===== src/rtl/am_demod_pkg.sv =====
// Shared widths and helpers for the coherent AM demodulator.
// Optional DC-removal stage is built only when AM_DEMOD_DCBLOCK_EN is defined.
package am_demod_pkg;

    localparam int SAMPLE_W = 8;
    localparam int PROD_W   = 16;
    localparam int OUT_W    = 16;

    // Clamp a one-bit-wider signed value into the OUT_W signed range.
    function automatic logic signed [OUT_W-1:0] sat_out(input logic signed [OUT_W:0] x);
        if (x[OUT_W] != x[OUT_W-1])
            return x[OUT_W] ? {1'b1, {(OUT_W-1){1'b0}}} : {1'b0, {(OUT_W-1){1'b1}}};
        return x[OUT_W-1:0];
    endfunction

endpackage


===== src/rtl/am_demod_integ_dump.sv =====
// Integrate-and-dump decimator: sums 2^DEC_LOG2 valid inputs, emits their floored mean
// with a one-cycle strobe, then restarts from zero.
module integ_dump #(
    parameter int DEC_LOG2 = 6,
    parameter int IN_W     = 16
) (
    input  logic                   clk,
    input  logic                   rstn,
    input  logic                   clr,
    input  logic signed [IN_W-1:0] i_prod,
    input  logic                   i_prod_v,
    output logic signed [IN_W-1:0] o_result,
    output logic                   o_strobe
);

    localparam int ACC_W = IN_W + DEC_LOG2;

    logic signed [ACC_W-1:0]    r_acc;
    logic        [DEC_LOG2-1:0] r_cnt;
    logic signed [ACC_W-1:0]    w_sum;

    // Accumulator is wide enough for a full frame of worst-case inputs, so no wrap.
    assign w_sum = r_acc + ACC_W'(i_prod);

    always_ff @(posedge clk or negedge rstn) begin
        if (!rstn) begin
            r_acc    <= '0;
            r_cnt    <= '0;
            o_result <= '0;
            o_strobe <= 1'b0;
        end else if (clr) begin
            r_acc    <= '0;
            r_cnt    <= '0;
            o_strobe <= 1'b0;
        end else begin
            o_strobe <= 1'b0;
            if (i_prod_v) begin
                if (&r_cnt) begin
                    o_result <= IN_W'(w_sum >>> DEC_LOG2);
                    o_strobe <= 1'b1;
                    r_acc    <= '0;
                    r_cnt    <= '0;
                end else begin
                    r_acc <= w_sum;
                    r_cnt <= r_cnt + 1'b1;
                end
            end
        end
    end

endmodule


===== src/rtl/am_demod.sv =====
// Coherent AM demodulator: multiply by carrier, integrate-and-dump, optional DC removal.
// Define AM_DEMOD_DCBLOCK_EN to insert the DC-tracking stage (one extra cycle of latency).
import am_demod_pkg::*;

module am_demod #(
    parameter int DEC_LOG2 = 6,
    parameter int DC_SHIFT = 4
) (
    input  logic                       clk,
    input  logic                       rstn,
    input  logic                       clr,
    input  logic signed [SAMPLE_W-1:0] am_in,
    input  logic                       am_valid,
    input  logic signed [SAMPLE_W-1:0] carrier_ref,
    output logic signed [OUT_W-1:0]    demod_out,
    output logic                       demod_valid
);

    if (DEC_LOG2 < 1 || DEC_LOG2 > 10 || DC_SHIFT < 1) begin : g_bad_param
        $error("am_demod: DEC_LOG2 must be 1..10 and DC_SHIFT >= 1");
    end

    logic signed [PROD_W-1:0] r_prod;
    logic                     r_prod_v;
    logic signed [PROD_W-1:0] w_prod;
    logic signed [OUT_W-1:0]  w_result;
    logic                     w_strobe;
    logic signed [OUT_W-1:0]  w_out;
    logic                     w_out_v;

    assign w_prod = PROD_W'(am_in) * PROD_W'(carrier_ref);

    always_ff @(posedge clk or negedge rstn) begin
        if (!rstn) begin
            r_prod   <= '0;
            r_prod_v <= 1'b0;
        end else if (clr) begin
            r_prod_v <= 1'b0;
        end else begin
            r_prod_v <= am_valid;
            if (am_valid) r_prod <= w_prod;
        end
    end

    integ_dump #(
        .DEC_LOG2 (DEC_LOG2),
        .IN_W     (PROD_W)
    ) u_integ (
        .clk      (clk),
        .rstn     (rstn),
        .clr      (clr),
        .i_prod   (r_prod),
        .i_prod_v (r_prod_v),
        .o_result (w_result),
        .o_strobe (w_strobe)
    );

`ifdef AM_DEMOD_DCBLOCK_EN
    localparam int EST_W = OUT_W + DC_SHIFT;

    logic signed [EST_W-1:0] r_est;
    logic signed [OUT_W-1:0] r_y;
    logic                    r_y_v;
    logic signed [OUT_W-1:0] w_mean;
    logic signed [OUT_W:0]   w_diff;

    assign w_mean = OUT_W'(r_est >>> DC_SHIFT);
    assign w_diff = (OUT_W+1)'(w_result) - (OUT_W+1)'(w_mean);

    // Leaky tracker: est settles at 2^DC_SHIFT times the running DC level.
    always_ff @(posedge clk or negedge rstn) begin
        if (!rstn) begin
            r_est <= '0;
            r_y   <= '0;
            r_y_v <= 1'b0;
        end else if (clr) begin
            r_est <= '0;
            r_y_v <= 1'b0;
        end else begin
            r_y_v <= w_strobe;
            if (w_strobe) begin
                r_y   <= sat_out(w_diff);
                r_est <= r_est + EST_W'(w_diff);
            end
        end
    end

    assign w_out   = r_y;
    assign w_out_v = r_y_v;
`else
    assign w_out   = w_result;
    assign w_out_v = w_strobe;
`endif

    always_ff @(posedge clk or negedge rstn) begin
        if (!rstn) begin
            demod_out   <= '0;
            demod_valid <= 1'b0;
        end else if (clr) begin
            demod_valid <= 1'b0;
        end else begin
            demod_valid <= w_out_v;
            if (w_out_v) demod_out <= w_out;
        end
    end

endmodule


===== config.mk =====
export PLATFORM = sky130hd
export DESIGN_NAME = am_demod
export DESIGN_NICKNAME = d
export VERILOG_FILES = /design/src/rtl/am_demod_pkg.sv /design/src/rtl/am_demod_integ_dump.sv /design/src/rtl/am_demod.sv
export SDC_FILE = /design/constraint.sdc
export NUM_CORES = 1
export LEC_CHECK = 0
export ABC_AREA = 0
export BUFFER_PORTS_ARGS = -buffer_cell sky130_fd_sc_hd__buf_2
export CAP_MARGIN = 20
export CORE_MARGIN = 2
export CORE_UTILIZATION = 53
export CTS_CLUSTER_SIZE = 20
export DETAILED_ROUTE_END_ITERATION = 10
export GPL_TIMING_DRIVEN = 0
export PLACE_DENSITY = 0.75
export SLEW_MARGIN = 25
export SYNTH_ARGS = -nofsm -noshare
export SYNTH_HDL_FRONTEND = slang
export SYNTH_SLANG_ARGS = --single-unit

===== constraint.sdc =====
create_clock -name clk -period 3.3 [get_ports clk]
set_clock_uncertainty 0.05 [all_clocks]
set_input_delay 0.33 -clock clk [delete_from_list [all_inputs] [get_ports clk]]
set_output_delay 0.33 -clock clk [all_outputs]
set_load 0.03 [all_outputs]

==> results.cfg <==
[sta]
fmax_mhz = 260.6
hold_viol_final = 0
final_max_slew_viol_count = 0
min_period_ns = 3.838
setup_violations = 8
worst_slack_ns = -0.5377
slew_headroom = 0.5594
min_period_over_period = 1.163
rsz0062_at_grt = yes
worstMarginPinSlew_ns = 0.6609

[floorplan]
core-area_mm2 = 0.01201
io_pins = 37
die_h_um = 114.8
rows = 40
die_x_um = 114.8
dieArea_mm2 = 0.01318
start_util = 0.5419

[clock_network]
clock_path_buffers = 2
clkTransAtPathRegs_ns = 0.06
cts_buffers = 9
clk_root_buffer_cell = clkbuf_16
clock_sinks = 79
htree_levels = 3
cts_tree = built
clock_latency_ns = 0.33

[worst_hold_path]
hold_start = carrier_ref[0]
hp-class = primary input to flip-flop
min_to = r_prod[0]$_DFFE_PN0P_
hold_path_depth = 3

[worst_setup_path]
regToRegEndpoint = u_integ.o_result[14]$_DFFE_PN0P_
reg2reg_slack_ns = 0.54
required_ns = 3.45
startpoint_type = primary input
ff2ff_path_depth = 9
arrival_ns = 3.99
critPathCaptureType = flip-flop
r2r-start = r_prod[0]$_DFFE_PN0P_
critPathKind = primary input to flip-flop
crit_fanout = 8

[placed_design]
place_hpwl_um = 10150
gp_congestion = 0.9144
place.port_buffers = 35
dp_cells = 827
placed_area_mm2 = 0.006983

[synth]
synth.avg_cell_area_um2 = 10.11
ys_seq_area_frac = 0.3037
synth.distinct_cells = 57
synth-seq-cells = 79
synth_fp_nets = 771
synth_top_cell_area_share = 0.3037
synth_edf_count = 0
synthCells = 644
synthArstFlopShare = 1.000
synthFlopType = dfrtp_1
synth_area_leaders = dfrtp_1 (30%), fa_1 (17%), ha_1 (9.8%)
ys_warn_count = 0
yosys.area.top_type = dfrtp_1
synth_area_mm2 = 0.006509

[routing]
routedWlPerCell_um = 15.41
ant_nets = 0
via_per_inst = 5.463
routed_wl_um = 13140
dr.pass1.iters = 4
via_count = 4660
drc = 0
drt-initial-drc-count = 202

[power]
irDropWorstVdd_mv = 0.3389
power_density_mw_per_mm2 = 721.7
power_mw = 5.499
p_leak_nw = 3.822

[cells_and_area]
layout-drive-gt1-share = 0.2238
area_growth_pct = 17.05
post-route-util = 0.6343
postLayoutCellArea_mm2 = 0.007619
multi_input_area_mm2 = 0.004395
nFillCells = 973
instances_no_fill = 853
n_antenna_cell = 0
num-nets-final = 828
seqCellArea_mm2 = 0.001977

[global_route]
grt_pass1_wl_um = 22500
antenna_found_initial = 0
grt_pass1_vias = 4971
grt-ovfl-total = 0
grt_util_all_layers = 0.2117
grt_max_degree = 46

[status]
violations = negative setup slack
outcome = complete, but fails checks

[run]
max-cap-violations = 0
## cell type report
type,count,area share
plain buffers,15,0.007555
clock buffers,10,0.03005
multi-input cells,462,0.5769
clock inverters,6,0.01117
well taps,147,0.02414
inverters,88,0.04336
flip-flops and latches,79,0.2595
repair buffers,46,0.04730
## metal layers
metal  vias to the layer above  part of all wire  GRT usage
li1                       2269                 -          -
met1                      2295              0.45     0.2657
met2                        72              0.51     0.3775
met3                        24             0.020    0.02847
met4                         0             0.023    0.07309
met5                         -                 0          0
## synth_stat cells, drive strengths merged, types with 9 or more instances
| library cell | number |
|---|---|
| a21o | 10 |
| a21oi | 18 |
| a22o | 14 |
| and2 | 46 |
| clkbuf | 14 |
| dfrtp | 79 |
| fa | 56 |
| ha | 51 |
| inv | 88 |
| mux2 | 33 |
| nand2 | 52 |
| nand2b | 9 |
| nor2 | 20 |
| o21ai | 44 |
| xnor2 | 22 |
| xor2 | 11 |
## power breakdown
| part | leakage [nW] | switching [mW] | internal [mW] |
|---|---|---|---|
| sequential | 1.07 | 0.113 | 1.11 |
| combinational | 2.61 | 1.76 | 1.48 |
| clock | 0.148 | 0.376 | 0.659 |
| total | 3.82 | 2.25 | 3.25 |
## worst max-delay path by stage
| stage | startpoint | endpoint | slack (ns) |
|---|---|---|---|
| 2_1_floorplan | am_in[5] | r_prod[14]$_DFFE_PN0P_ | -0.65 |
| 3_3_place_gp | am_in[7] | r_prod[15]$_DFFE_PN0P_ | -1.02 |
| 3_5_place_dp | carrier_ref[3] | r_prod[15]$_DFFE_PN0P_ | -1.14 |
| 4_1_cts | carrier_ref[4] | r_prod[15]$_DFFE_PN0P_ | -0.56 |
| 5_1_grt | carrier_ref[3] | r_prod[14]$_DFFE_PN0P_ | -0.70 |
| 6_report | carrier_ref[3] | r_prod[14]$_DFFE_PN0P_ | -0.54 |
## critical path, cell delays in order
cell,delay [ns]
buf_6,0.10
and2_4,0.16
inv_2,0.04
fa_1,0.49
inv_1,0.05
fa_1,0.46
fa_1,0.49
inv_1,0.05
fa_1,0.55
inv_2,0.05
ha_4,0.26
buf_4,0.14
nor2_1,0.07
o21a_1,0.17
a311oi_2,0.34
o21a_1,0.17
o31ai_2,0.06
## cells in the final DEF, fill, tap and decap left out, types with 13 or more instances in the layout
cell type / instances
a21oi_1: 16
a22o_1: 14
and2_1: 32
and2_4: 14
buf_2: 21
buf_4: 13
clkbuf_1: 15
dfrtp_1: 79
fa_1: 54
ha_1: 44
inv_1: 78
mux2_2: 32
nand2_1: 49
nor2_1: 19
o21ai_0: 26
o21ai_1: 15
xnor2_1: 21
## timing repair
| action | CTS | global route |
|---|---|---|
| pin swaps | 34 | 14 |
| endpoints found under the hold margin | 34 | 0 |
| setup endpoints to repair | 8 | 9 |
| buffers inserted | 6 | 3 |
| hold buffers | 1 | 0 |
| gates resized for setup | 57 | 16 |
## per-stage QoR
step	setup slack (ns)	hold WS [ns]	setup TNS, ns
detailed placement	-1.139	0.2631	-7.157
CTS	-0.5615	0.2658	-2.955
finish	-0.5377	0.2733	-3.065
floorplan	-0.6510	-0.01559	-3.679
global route	-0.6972	0.2895	-4.214
global placement	-1.025	0.4143	-6.460
## sequential cells by signal, indices dropped and copies added, names as in the netlist
name	cells
demod_valid	1
u_integ.o_result	16
r_prod	16
r_prod_v	1
u_integ.r_acc	22
demod_out	16
u_integ.o_strobe	1
u_integ.r_cnt	6
## cells by family (layout without fill, tap and decap cells)
| kind of cell | after synthesis | count (layout) | synth area share |
|---|---|---|---|
| mux | 37 | 37 | 0.06382 |
| fa+ha+maj | 107 | 107 | 0.2703 |
| simple gates | 160 | 160 | 0.1275 |
| buf+inv | 103 | 165 | 0.05959 |
| compound gates | 125 | 125 | 0.1307 |
| flops | 79 | 79 | 0.3037 |
| xor+xnor | 33 | 33 | 0.04440 |
Power figures use the tool's default switching activity.
